### src/rtl/pu_msp430_dac_rx_if.sv
`default_nettype none
// ============================================================================
// Module      : pu_msp430_dac_rx_if
// Description : Bundles the three SPI lines (sclk, sync_n, din) that run from
//               the MSP430 SPI DAC peripheral to its receive-side model.
// Revision    : 1.0 - initial release
// ============================================================================
interface pu_msp430_dac_rx_if;
  logic sclk;
  logic sync_n;
  logic din;

  // The frame source drives the lines.
  modport master (output sclk, output sync_n, output din);
  // The DAC receiver only observes them.
  modport slave  (input sclk, input sync_n, input din);
endinterface
`default_nettype wire

### src/rtl/pu_msp430_dac_rx.sv
`default_nettype none
// ============================================================================
// Module      : pu_msp430_dac_rx
// Description : Receive side of the MSP430 SPI DAC link. Oversamples the
//               sclk/sync_n/din lines in the mclk domain, deserialises frames
//               {2'b00, pd1, pd0, val[11:0]}, commits valid frames, counts
//               malformed ones and drives a first-order sigma-delta bitstream.
// Revision    : 1.0 - initial release
// ============================================================================
module pu_msp430_dac_rx #(
  parameter int FRAME_BITS = 16,
  parameter int ERR_CNT_WD = 8
) (
  input  logic                  mclk,
  input  logic                  puc_rst_n,
  pu_msp430_dac_rx_if.slave     spi,
  input  logic                  err_clr,
  output logic [11:0]           dac_val,
  output logic [1:0]            dac_pd,
  output logic                  frame_done,
  output logic                  frame_err,
  output logic [ERR_CNT_WD-1:0] err_cnt,
  output logic                  sd_out,
  output logic                  sd_oe
);

  localparam logic [1:0] c_st_wait_idle = 2'd0;
  localparam logic [1:0] c_st_idle      = 2'd1;
  localparam logic [1:0] c_st_shift     = 2'd2;

  localparam logic [4:0] c_cnt_frame = 5'(FRAME_BITS);
  localparam logic [4:0] c_cnt_max   = 5'(FRAME_BITS + 1);
  localparam logic [ERR_CNT_WD-1:0] c_err_max = {ERR_CNT_WD{1'b1}};

  // Input capture: [0],[1] synchronise, [2] is history for edge detection.
  // din is only ever sampled, never edge-detected, so it needs no history flop.
  logic [2:0]  r_sclk_sync;
  logic [2:0]  r_sync_n_sync;
  logic [1:0]  r_din_sync;
  // Counts mclk edges since reset until the sync_n chain holds real samples;
  // otherwise the reset value (high) would look like an idle line and a frame
  // in progress at reset would be picked up half way.
  logic [1:0]  r_settle;

  logic [1:0]  r_state;
  logic [1:0]  w_state_next;
  // Only the low 14 received bits matter; the two leading pad bits are
  // shifted out and never looked at.
  logic [13:0] r_shift;
  logic [4:0]  r_bit_cnt;

  logic [11:0] r_dac_val;
  logic [1:0]  r_dac_pd;
  logic        r_frame_done;
  logic        r_frame_err;
  logic [ERR_CNT_WD-1:0] r_err_cnt;
  logic [12:0] r_acc;

  logic w_sclk_fe;
  logic w_sync_rise;
  logic w_sync_fall;
  logic w_din;
  logic w_frame_start;
  logic w_shift_en;
  logic w_frame_end;
  logic w_frame_ok;
  logic w_frame_bad;
  logic [1:0] w_pd_next;

  assign w_sclk_fe   = r_sclk_sync[2] & ~r_sclk_sync[1];
  assign w_sync_rise = r_sync_n_sync[1] & ~r_sync_n_sync[2];
  assign w_sync_fall = ~r_sync_n_sync[1] & r_sync_n_sync[2];
  assign w_din       = r_din_sync[1];

  // Synchronise and history-register the SPI lines.
  always_ff @(posedge mclk or negedge puc_rst_n) begin
    if (!puc_rst_n) begin
      r_sclk_sync   <= 3'b000;
      r_sync_n_sync <= 3'b111;
      r_din_sync    <= 2'b00;
      r_settle      <= 2'd0;
    end else begin
      r_sclk_sync   <= {r_sclk_sync[1:0], spi.sclk};
      r_sync_n_sync <= {r_sync_n_sync[1:0], spi.sync_n};
      r_din_sync    <= {r_din_sync[0], spi.din};
      if (r_settle != 2'd3) r_settle <= r_settle + 2'd1;
    end
  end

  // Frame FSM state register.
  always_ff @(posedge mclk or negedge puc_rst_n) begin
    if (!puc_rst_n) r_state <= c_st_wait_idle;
    else            r_state <= w_state_next;
  end

  // Frame FSM next-state logic.
  always_comb begin
    w_state_next = r_state;
    case (r_state)
      c_st_wait_idle: if (r_settle == 2'd3 && r_sync_n_sync[1]) w_state_next = c_st_idle;
      c_st_idle:      if (w_sync_fall) w_state_next = c_st_shift;
      c_st_shift:     if (w_sync_rise) w_state_next = c_st_idle;
      default:        w_state_next = c_st_wait_idle;
    endcase
  end

  // Frame FSM outputs: strobes for the datapath.
  always_comb begin
    w_frame_start = 1'b0;
    w_shift_en    = 1'b0;
    w_frame_end   = 1'b0;
    case (r_state)
      c_st_idle:  w_frame_start = w_sync_fall;
      c_st_shift: begin
        w_shift_en  = w_sclk_fe & ~w_sync_rise;
        w_frame_end = w_sync_rise;
      end
      default: ;
    endcase
  end

  assign w_frame_ok  = w_frame_end & (r_bit_cnt == c_cnt_frame);
  assign w_frame_bad = w_frame_end & (r_bit_cnt != c_cnt_frame);
  assign w_pd_next   = w_frame_ok ? r_shift[13:12] : r_dac_pd;

  // Deserialiser: MSB-first shift and saturating falling-edge counter.
  always_ff @(posedge mclk or negedge puc_rst_n) begin
    if (!puc_rst_n) begin
      r_shift   <= '0;
      r_bit_cnt <= '0;
    end else if (w_frame_start) begin
      r_shift   <= '0;
      r_bit_cnt <= '0;
    end else if (w_shift_en) begin
      r_shift <= {r_shift[12:0], w_din};
      if (r_bit_cnt != c_cnt_max) r_bit_cnt <= r_bit_cnt + 5'd1;
    end
  end

  // Commit a well-formed frame to the DAC output registers.
  always_ff @(posedge mclk or negedge puc_rst_n) begin
    if (!puc_rst_n) begin
      r_dac_val    <= '0;
      r_dac_pd     <= '0;
      r_frame_done <= 1'b0;
    end else begin
      r_frame_done <= w_frame_ok;
      if (w_frame_ok) begin
        r_dac_val <= r_shift[11:0];
        r_dac_pd  <= r_shift[13:12];
      end
    end
  end

  // Sticky error flag and saturating error counter; a new error beats err_clr.
  always_ff @(posedge mclk or negedge puc_rst_n) begin
    if (!puc_rst_n) begin
      r_frame_err <= 1'b0;
      r_err_cnt   <= '0;
    end else if (w_frame_bad) begin
      r_frame_err <= 1'b1;
      if (err_clr)                     r_err_cnt <= ERR_CNT_WD'(1);
      else if (r_err_cnt != c_err_max) r_err_cnt <= r_err_cnt + ERR_CNT_WD'(1);
    end else if (err_clr) begin
      r_frame_err <= 1'b0;
      r_err_cnt   <= '0;
    end
  end

  // First-order sigma-delta; gated by the power-down bits being committed
  // this edge so power-down and the commit land in the same cycle.
  always_ff @(posedge mclk or negedge puc_rst_n) begin
    if (!puc_rst_n)              r_acc <= '0;
    else if (w_pd_next != 2'b00) r_acc <= '0;
    else                         r_acc <= {1'b0, r_acc[11:0]} + {1'b0, r_dac_val};
  end

  assign dac_val    = r_dac_val;
  assign dac_pd     = r_dac_pd;
  assign frame_done = r_frame_done;
  assign frame_err  = r_frame_err;
  assign err_cnt    = r_err_cnt;
  assign sd_out     = r_acc[12];
  assign sd_oe      = ~(r_dac_pd == 2'b11);

endmodule
`default_nettype wire
### src/flat_wrapper.sv
// flat-port wrapper written by rule: the top's interface ports become plain ports
module pu_msp430_dac_rx_flat 
#(
  parameter int FRAME_BITS = 16,
  parameter int ERR_CNT_WD = 8
)
  (mclk, puc_rst_n, err_clr, dac_val, dac_pd, frame_done, frame_err, err_cnt, sd_out, sd_oe, spi_sclk, spi_sync_n, spi_din);
  pu_msp430_dac_rx_if spi_i ();
  input  logic mclk;
  input  logic puc_rst_n;
  input  logic err_clr;
  output logic [11:0] dac_val;
  output logic [1:0] dac_pd;
  output logic frame_done;
  output logic frame_err;
  output logic [ERR_CNT_WD-1:0] err_cnt;
  output logic sd_out;
  output logic sd_oe;
  input wire logic [$bits(spi_i.sclk)-1:0] spi_sclk;
  input wire logic [$bits(spi_i.sync_n)-1:0] spi_sync_n;
  input wire logic [$bits(spi_i.din)-1:0] spi_din;
  assign spi_i.sclk = spi_sclk;
  assign spi_i.sync_n = spi_sync_n;
  assign spi_i.din = spi_din;
  pu_msp430_dac_rx #(.FRAME_BITS(FRAME_BITS), .ERR_CNT_WD(ERR_CNT_WD)) u_core (.mclk(mclk), .puc_rst_n(puc_rst_n), .spi(spi_i), .err_clr(err_clr), .dac_val(dac_val), .dac_pd(dac_pd), .frame_done(frame_done), .frame_err(frame_err), .err_cnt(err_cnt), .sd_out(sd_out), .sd_oe(sd_oe));
endmodule
### config.mk
export PLATFORM = sky130hd
export DESIGN_NAME = pu_msp430_dac_rx_flat
export DESIGN_NICKNAME = d
export VERILOG_FILES = /design/src/rtl/pu_msp430_dac_rx_if.sv /design/src/rtl/pu_msp430_dac_rx.sv /design/src/flat_wrapper.sv
export SDC_FILE = /design/constraint.sdc
export NUM_CORES = 1
export LEC_CHECK = 0
export ABC_AREA = 1
export CAP_MARGIN = 20
export CORE_ASPECT_RATIO = 1.5
export CORE_UTILIZATION = 57
export CTS_CLUSTER_DIAMETER = 40
export DETAILED_ROUTE_END_ITERATION = 8
export PLACE_DENSITY_LB_ADDON = 0.3
export SLEW_MARGIN = 20
export SYNTH_ARGS = -nofsm -noshare
export SYNTH_HDL_FRONTEND = slang
export SYNTH_SLANG_ARGS = --single-unit
### constraint.sdc
create_clock -name mclk -period 2.1 [get_ports mclk]
set_clock_uncertainty 0.1 [all_clocks]
set_input_delay 0.315 -clock mclk [delete_from_list [all_inputs] [get_ports mclk]]
set_output_delay 0.315 -clock mclk [all_outputs]
set_load 0.02 [all_outputs]
# Word-level counts from Yosys, hierarchy flattened
# Index checks and enable logic that the tools add are counted.
[word_totals] regBits=68 input_bits=6 out_inout_bits=26 wordCells=70
[op_classes] n_addsub=4 n_eq_ne=12 muxes=20 n_bitwise=11 n_reduce_logical=10
[op_table] cell="2-to-1 mux 8 bit" n=4
[op_table] cell="2-to-1 mux 14 bit" n=2
[op_table] cell="2-to-1 mux 5 bit" n=3
[op_table] cell="adder 12 x 12 -> 13 bit" n=1
[op_table] cell="2-to-1 mux 13 bit" n=1
[op_table] cell="!= test 5 bit (second input constant)" n=2
[op_table] cell="nonzero test 2 bit" n=5
[op_table] cell="adder 8 x 1 -> 8 bit (second input constant)" n=1
[op_table] cell="2-to-1 mux 2 bit" n=4
[op_table] cell="!= test 8 bit (second input constant)" n=1
[op_table] cell="bitwise AND 1 bit" n=6
[op_table] cell="equality test 2 bit (second input constant)" n=3
[op_table] cell="!= test 2 x 1 -> 1 bit (second input constant)" n=3
[op_table] cell="case mux 2 bit (3 select lines)" n=1
[op_table] cell="adder 5 x 1 -> 5 bit (second input constant)" n=1
[op_table] cell="equality test 5 bit (second input constant)" n=1
[op_table] cell="2-to-1 mux 1 bit" n=5
[op_table] cell="inverter 1 bit" n=5
[op_table] cell="AND reduction 2 bit" n=2
[op_table] cell="AND reduction 3 bit" n=1
[op_table] cell="adder 2 x 1 -> 2 bit (second input constant)" n=1
[op_table] cell="equality test 2 x 1 -> 1 bit (second input constant)" n=1
[op_table] cell="zero test 2 bit" n=1
[op_table] cell="!= test 2 bit (second input constant)" n=1
[op_table] cell="logical AND 1 bit" n=1

# Logic depth before layout (Yosys ltp)
# Gate-level depths: netlist (run 1).
[logic_depth] word_depth=7 mapped_depth=11 depth_no_buf=11

# Least setup slack after synthesis (run 1)
# OpenSTA, ideal clock, no wires.
[synth_path] path_kind="reg-to-reg" start="register u_core.r_dac_val[0], in the netlist u_core.dac_val[0]" end="register u_core.r_acc[12]" setup_time_ps=76 arrival_ps=1646 required_time_ps=1924 path_slack_ps=279 stages_incl_launch_ff=11 n_path_buf=0 period_less_slack_ps=1821 cell_sequence="dfrtp_1 > ha_1 > inv_1 > fa_1 > inv_1 > nand3_1 > nand3_1 > nand2_1 > nand2_1 > nand2_1 > a21oi_2"
[synth_via] elab_chain_len=2
[synth_lines] element="start, declared" line_no="pu_msp430_dac_rx.sv:52" source="logic [11:0] r_dac_val;"
[synth_lines] element="start signal, assigned" line_no="pu_msp430_dac_rx.sv:149" source="r_dac_val <= r_shift[11:0];"
[synth_lines] element="adder 12 x 12 -> 13 bit" line_no="pu_msp430_dac_rx.sv:175" source="else r_acc <= {1'b0, r_acc[11:0]} + {1'b0, r_dac_val};"
[synth_lines] element="2-to-1 mux 13 bit" line_no="pu_msp430_dac_rx.sv:174" source="else if (w_pd_next != 2'b00) r_acc <= '0;"
[synth_lines] element="end signal, assigned" line_no="pu_msp430_dac_rx.sv:175"
[synth_lines] element="end, declared" line_no="pu_msp430_dac_rx.sv:57" source="logic [12:0] r_acc;"
# No other way between the ends.
# A chain may end at the register's enable or synchronous reset.

# Final worst setup path (run 1)
[layout_path] start="register u_core.r_err_cnt[4], in the netlist u_core.err_cnt[4]" end="output err_cnt[4]"
[layout_lines] element="start, declared" line_no="pu_msp430_dac_rx.sv:56" source="logic [ERR_CNT_WD-1:0] r_err_cnt;"
[layout_lines] element="start signal, assigned" line_no="pu_msp430_dac_rx.sv:163" source="else if (r_err_cnt != c_err_max) r_err_cnt <= r_err_cnt + ERR_CNT_WD'(1);"
[layout_lines] element="end, declared" line_no="flat_wrapper.sv:16" source="output logic [ERR_CNT_WD-1:0] err_cnt;"
# No word-level cell between the ends.

==> results.md, run 1 <==
- The detailed router placed 2,602 vias in this run.
- The number of DRC violations after detailed-routing iteration 0 is 90.
- Yosys instantiated no cell more often than sky130_fd_sc_hd__nand2_1.
- The signal on the critical path passes through clkdlybuf4s50_1.
- The total CTS buffers is 9.
- By area the synthesized netlist is led by sky130_fd_sc_hd__dfrtp_1, sky130_fd_sc_hd__nand2_1, sky130_fd_sc_hd__ha_1, sky130_fd_sc_hd__inv_1, sky130_fd_sc_hd__nand3_1.
- The number of stages on the worst setup path is 1.
- The clock network is responsible for 39.5% of the overall power.
- The antenna diode count is 0.
- The maximum root-to-sink buffer count is 2.
- The synthesized instance count is 387.
- The post-CTS resize count is 0.
- The quantity of hold-fixing buffers added after cts is 1.
- After legalization and detailed placement, the total HPWL measured 4.908 mm.
- Port buffering added 31 buffers.
- Setup repair after global routing left no endpoint under its margin.
- The path class of the lowest-slack min-delay path is register to register.
- The die is 95.82 um tall.
- The number of buffers and inverters on the critical path is 1.
- The per-instance average area after synthesis is 8.642 sq um.
- In the routed design, unresolved DRC markers number 0.
- The areal power density over the cells is 710.0 mW/mm^2.
- Setup violations remaining at the end of the flow were counted as 0.
- The largest single stage delay on the critical path is 0.66 ns.
- The post-layout minimum cycle time is 1.872 ns.
- The via count of the first global-routing pass is 2,563.
- Power comes to 2826 uW.
- The share of the synthesized area in the top cell type is 48.63%.
- The number of failing hold endpoints at the final stage is 0.
- The top achievable clock speed is 534.2 MHz.
- The final number of max-transition violations is 0.
- The kind of end point of the critical path is an output port.
- For this design, the slowest cell found on the critical path is sky130_fd_sc_hd__clkdlybuf4s50_1.
- The switching share of power is 23.91%.
- In this run the post-CTS setup repair buffer count came out at 0.
- For this run, asynchronously set or reset flops after synthesis account for 100.0%.
- The number of distinct library cell variants in the gate-level netlist after synthesis is 31.
- In this run the horizontal extent of the chip is 64.55 um.
- In this run the remaining antenna-violating nets after routing total 0.
- Counting flops and latches in the post-synthesis netlist gives 68.
- Compared with the post-synthesis result, the final layout area differs by 19.00%.
- The number of vias per cell after detailed routing is 5.152.
- The die covers 0.006184 sq mm.
- The largest vdd supply drop is 585.3 uV.
- The proportion of power drawn by combinational gates is 10.2%.
- The commonest cells after synthesis are sky130_fd_sc_hd__nand2_1, sky130_fd_sc_hd__dfrtp_1, sky130_fd_sc_hd__inv_1.
- Across the run, the number of max-cap violations was 0.
- The most instantiated flip-flop cell in the synthesis netlist is sky130_fd_sc_hd__dfrtp_1.
- Entering global routing, the biggest net connects 47 pins.
- The deepest level of the CTS H-tree is 3.
- The area of the core is 0.005574 sq mm.
- For this block, the routed nets add up to 6.572 mm of wire.
- The insertion delay to the later sink of the worst-skew pair is 0.33 ns.
- The initial cell density of the core is 60.00%.
- The initial antenna violation count is 0.
- The standby leakage power is 0.002016 uW.
- The number of nets handed over by synthesis was 411.
- The number of top-level design ports is 32.
- Before antenna repair, the detailed router went through 4 iterations.
- The cell type contributing the most total cell area after synthesis is sky130_fd_sc_hd__dfrtp_1.
- The aggregate global routing overflow is 0.
- The ratio of final minimum period to clock period is 89.14%.
- The post-synthesis cell area is 0.003344 sq mm.
- Yosys printed 0 warnings.
- The share of layout cells above drive strength 1 is 10.11%.
- The congestion estimate from routability-driven global placement came to 0.8373.
- The CTS clock-pin slew for the worst setup and hold paths is 0.06 ns.
- The clock root buffer is sky130_fd_sc_hd__clkbuf_8.
- CTS saw 68 sinks.
- In the final design database the tool counted 454 nets.
- The synthesized design contains 0 enable-type register cells.
- Along the worst hold path, the cell count comes to 0.
- The startpoint type of the worst setup path is a register.
- TritonCTS built the clock tree.
- Hold is met by 0.2520 ns.
- For the worst setup path, the data arrival time is 1.46 ns.
- STA puts the critical path data required time at 1.68 ns.
- In this design, the largest share of critical-path delay is due to buffers and inverters.
- The number of cells on the worst reg-to-reg path is 8.
- For this run, the total global-route usage over all layers was measured as 24.17%.
- The portion of total power attributed to sequential cells is 50.3%.
- The area of placed instances is 0.003754 sq mm.
- In the final routed layout, each cell accounts on average for 13.01 um.
- The sum of negative setup slack is 0 ns.
- At the pin with the least slew margin, the transition time is 0.5746 ns.
- The cell area after layout is 0.003980 sq mm.
- Sequential cells were found to cover 50.99% of the synthesized design area.
- The internal portion of the total power is 2150 uW.
- The site row count is 33.
- The run finished with clean final reports.
- The switching power of the nets is 675.6 uW.
- The first global-routing pass estimated 11.14 mm of wire.
- In this run the worst path has a maximum fanout of 8.
- The critical setup path kind is register to output port.
- The headroom to the max-slew limit is 61.70%.
## metal layers
layer	track usage [%]	wire, um	vias to the layer above
met5	0	0	-
met4	11.67	110	0
met3	4.265	168	13
met2	43.42	3568	47
met1	27.58	2724	1209
li1	-	-	1333
## path summary, 6_finish.rpt
check	startpoint	to	slack [ns]
min reg2reg	u_core.r_sclk_sync[0]$_DFF_PN0_	u_core.r_sclk_sync[1]$_DFF_PN0_	0.25
min in group asynchronous	puc_rst_n	u_core.dac_val[3]$_DFFE_PN0N_	0.40
max reg2reg	u_core.r_bit_cnt[0]$_DFFE_PN0P_	u_core.r_acc[12]$_DFF_PN0_	0.25
min	u_core.r_sclk_sync[0]$_DFF_PN0_	u_core.r_sclk_sync[1]$_DFF_PN0_	0.25
max	u_core.err_cnt[4]$_DFFE_PN0P_	err_cnt[4]	0.23
max in group asynchronous	puc_rst_n	u_core.r_shift[10]$_DFFE_PN0P_	0.99
## layout by cell type, fill, tap and decap left out, types with 2 or more instances in the layout
cell type                         count
sky130_fd_sc_hd__nor2_1              33
sky130_fd_sc_hd__o22ai_1             12
sky130_fd_sc_hd__xnor2_1              4
sky130_fd_sc_hd__nand2_2              7
sky130_fd_sc_hd__nand3_1             29
sky130_fd_sc_hd__o21ai_0             23
sky130_fd_sc_hd__a21oi_1              5
sky130_fd_sc_hd__nand2_4              2
sky130_fd_sc_hd__nor2_4               4
sky130_fd_sc_hd__ha_1                17
sky130_fd_sc_hd__and2_1               2
sky130_fd_sc_hd__o21ai_1              2
sky130_fd_sc_hd__clkbuf_1             2
sky130_fd_sc_hd__inv_2                4
sky130_fd_sc_hd__nand2_1             95
sky130_fd_sc_hd__xor2_1               5
sky130_fd_sc_hd__dfstp_2              3
sky130_fd_sc_hd__clkdlybuf4s50_1     30
sky130_fd_sc_hd__dfrtp_1             65
sky130_fd_sc_hd__inv_1               54
sky130_fd_sc_hd__nand4_1              6
sky130_fd_sc_hd__buf_4                5
sky130_fd_sc_hd__clkbuf_8            13
## cell type report
| type | count | area, sq um |
|---|---|---|
| clock inverters | 1 | 30.03 |
| flip-flops and latches | 68 | 1705 |
| fillers | 430 | 1594 |
| multi-input cells | 256 | 1400 |
| well taps | 70 | 87.58 |
| repair buffers | 37 | 352.8 |
| inverters | 58 | 217.7 |
| clock buffers | 15 | 186.4 |
## metrics by stage
step                utilization [%]  worst slack (ns)  instances
floorplan                         -            0.2785        387
global placement              67.34            0.3123        488
detailed placement            67.34            0.2496        488
CTS                           71.40            0.2162        505
global route                  71.40           0.05366        505
finish                        71.40            0.2281        505
## kinds of logic after synthesis
logic type	Yosys count	share of synthesized area, %
simple gates	181	24.24
flops	68	50.99
buf+inv	63	7.145
compound gates	47	7.969
fa+ha+maj	18	6.958
xor+xnor	9	2.357
mux	1	0.3367
## power groups by stage
stage	Clock, uW	Sequential (uW)	Combinational (uW)
after floorplan	0	1440	173
after global placement	0	1440	273
after detailed placement	0	1440	287
after CTS	1140	1420	291
after global routing	1200	1430	328
final	1120	1420	288
## state kept, by name, indices dropped and copies added, names as in the netlist
name                  flops
u_core.dac_pd             2
u_core.dac_val           12
u_core.err_cnt            8
u_core.frame_done         1
u_core.frame_err          1
u_core.r_acc             13
u_core.r_bit_cnt          5
u_core.r_din_sync         2
u_core.r_sclk_sync        3
u_core.r_settle           2
u_core.r_shift           14
u_core.r_state            2
u_core.r_sync_n_sync      3
No activity file was read; power rests on OpenSTA's default activity.
==> run 2, diff against run 1 <==
Settings changed: REMOVE_ABC_BUFFERS set to 1.
==> run 2 against run 1 <==
  * Core utilization about the same
  * Maximum frequency decreased by 0.46%
  * First-iteration DRC count increased by 11%
  * Via count increased by 2.1%
  * Critical path depth unchanged
  * Setup slack got worse by 0.0087 ns
  * Non-clock buffer count unchanged
  * Wire length decreased by 2.7%
  * Largest cell class unchanged
  * Global-route usage about the same
  * Sequential share of layout area about the same
  * Largest power group unchanged
==> results.md, run 2 (same netlist as run 1, synthesis figures left out) <==
- The area of the core came to 0.005574 sq mm (unchanged).
- The die outline area came to 0.006184 sq mm (unchanged).
- The startpoint type of the worst setup path is a register.
- The number of iterations in the first detailed-routing pass is 6 (+2).
- The total vias in the final route is 2,657 (+2.1%).
- STA classifies the critical path endpoint as an output port.
- The critical path buffer and inverter count is 1 (unchanged).
- The half-perimeter wire length after detailed placement was 4.796 mm (-2.3%).
- The area of the multi-input gates is 0.001400 sq mm (unchanged).
- The port buffer count is 31 (unchanged).
- The largest vdd supply drop is 586.0 uV (+0.12%).
- The run finished with clean final reports.
- The total CTS buffers came to 9 (unchanged).
- The post-CTS resize count is 0 (unchanged).
- The top cell types in the final layout, fill and taps aside, are sky130_fd_sc_hd__nand2_1, sky130_fd_sc_hd__dfrtp_1, sky130_fd_sc_hd__inv_1.
- The most common cell after layout, fill and taps aside is sky130_fd_sc_hd__nand2_1.
- The number of stages on the worst setup path was 1 (unchanged).
- The number of cells on the worst reg-to-reg path was 11 (+3).
- The number of nets in the finished design is 454 (unchanged).
- The largest delay contributor family on the critical path is buffers and inverters.
- The share of layout cells above drive strength 1 is 10.14% (+0.023 points).
- The number of failing setup endpoints in the final timing report was 0 (unchanged).
- The via count of the first global-routing pass is 2,641 (+3.0%).
- The detailed-route DRC error count is 0 (unchanged).
- The biggest cell delay along the critical path came to 0.65 ns (about the same).
- The top achievable clock speed is 531.8 MHz (-0.46%).
- The number of vias per cell after detailed routing is 5.272 (+2.3%).
- The final number of max-transition violations came to 0 (unchanged).
- Setup repair after global routing left no endpoint under its margin.
- The relative area change from synthesis to final layout came to 19.04% (about the same).
- The number of failing hold endpoints at the final stage came to 0 (unchanged).
- The headroom to the max-slew limit was 68.89% (+7.2 points).
- The maximum root-to-sink buffer count is 2 (unchanged).
- The biggest fanout along the worst timing path was 8 (unchanged).
- The required time of the critical path came to 1.68 ns (about the same).
- The worst setup path endpoint is err_cnt[4].
- The initial cell density of the core is 60.00% (unchanged).
- The standby leakage power is 0.002013 uW (-0.14%).
- The number of DRC violations after detailed-routing iteration 0 came to 100 (+11%).
- More flip-flops sit in one register than any other, and that register is u_core.r_shift.
- The startpoint of the worst setup timing path is u_core.err_cnt[4]$_DFFE_PN0P_.
- The total detailed-routing wirelength was 6.394 mm (-2.7%).
- The die span in x is 64.55 um (unchanged).
- For this design, the slowest cell found on the critical path is sky130_fd_sc_hd__clkdlybuf4s50_1.
- The final worst hold slack is 0.2475 ns (-0.004510 ns).
- The first-pass GRT wire length came to 11.25 mm (+0.93%).
- The worst hold path belongs to the class register to register.
- The capture point of the worst reg-to-reg path is u_core.r_acc[8]$_DFF_PN0_.
- The areal power density over the cells is 710.1 mW/mm^2 (about the same).
- Clock tree synthesis selected as its root buffer the cell sky130_fd_sc_hd__clkbuf_8.
- The worst setup path is of the register to output port kind.
- The initial antenna violation count was 0 (unchanged).
- The data arrival time of the worst path was 1.47 ns (about the same).
- The die height is 95.82 um (unchanged).
- The number of clock sinks came to 68 (unchanged).
- The startpoint of the most critical register-to-register path is u_core.dac_val[0]$_DFFE_PN0N_.
- TritonCTS built the clock tree.
- The final standard cell utilization of the core is 71.43% (about the same).
- The insertion delay to the later sink of the worst-skew pair is 0.34 ns (about the same).
- The routed length per placed instance is 12.69 um (-2.5%).
- The CTS clock-pin slew for the worst setup and hold paths is 0.06 ns (about the same).
- The weighted congestion at the end of routability-driven global placement is 0.8602 (+2.7%).
- The deepest level of the CTS H-tree is 3 (unchanged).
- The transition at the pin with the smallest max-transition slack came to 0.4666 ns (-0.1080 ns).
- The aggregate global routing overflow came to 0 (unchanged).
- The max-cap violation count came to 0 (unchanged).
- The antenna diode count is 0 (unchanged).
- The count of filler cells inserted in the layout is 438 (+1.9%).
- The largest net degree at the start of global routing came to 51 (+8.5%).
- The flip-flop count of the largest register after layout is 14 (unchanged).
- The buffers inserted during post-CTS setup optimization came to 0 (unchanged).
- The remaining antenna violation count is 0 (unchanged).
- The quantity of hold-fixing buffers added after cts is 1 (unchanged).
- The internal reg-to-reg setup slack came to 0.25 ns (about the same).
- The total area of sequential cells is 0.001705 sq mm (unchanged).
- The site row count is 33 (unchanged).
- The ratio of final minimum period to clock period came to 89.55% (+0.42 points).
- The post-layout minimum cycle time is 1.881 ns (+0.008716 ns).
- The number of top-level design ports was 32 (unchanged).
- The critical path goes through clkdlybuf4s50_1.
- The sum of negative setup slack is 0 ns (unchanged).
- The overall routing resource usage is 24.19% (about the same).
## run 2: cell type report
class | instances | area share, %
clock buffers | 10 | 3.206
multi-input cells | 256 | 35.17
flip-flops and latches | 68 | 42.83
well taps | 70 | 2.200
repair buffers | 37 | 9.177
inverters | 58 | 5.468
clock inverters | 5 | 1.948
## run 2: through the flow
| step | cells | worst slack (ns) | power (uW) | instance area [sq um] |
|---|---|---|---|---|
| CTS | 504 | 0.2006 | 2868 | 3981 |
| global route | 504 | 0.1017 | 2961 | 3981 |
| detailed placement | 488 | 0.2617 | 1732 | 3766 |
| finish | 504 | 0.2194 | 2827 | 3981 |
| global placement | 488 | 0.3339 | 1718 | 3766 |
| floorplan | 382 | 0.2228 | 1611 | 3323 |
## run 2: metal layers
layer	vias up	share of wire (%)	track usage (%)
met5	-	0	0
met4	0	2.4	11.48
met3	12	3.2	4.976
met2	55	53	44.82
met1	1261	42	25.97
li1	1329	-	-
## run 2: report_power, final
group / switching, uW / leakage [uW] / internal [uW] / total [uW]
logic: 185 / 0.000999 / 102 / 287
clock network: 461 / 0.000102 / 658 / 1120
registers: 50.8 / 0.000913 / 1370 / 1420
## run 2: how the worst min path moves through the flow
stage	start	to	depth (start not counted)
after detailed placement	puc_rst_n	u_core.r_acc[3]$_DFF_PN0_	1
after floorplan	puc_rst_n	u_core.dac_pd[0]$_DFF_PN0_	0
after CTS	u_core.r_din_sync[0]$_DFF_PN0_	u_core.r_din_sync[1]$_DFF_PN0_	0
final	u_core.r_din_sync[0]$_DFF_PN0_	u_core.r_din_sync[1]$_DFF_PN0_	0
after global placement	puc_rst_n	u_core.r_acc[1]$_DFF_PN0_	1
after global routing	u_core.r_din_sync[0]$_DFF_PN0_	u_core.r_din_sync[1]$_DFF_PN0_	0
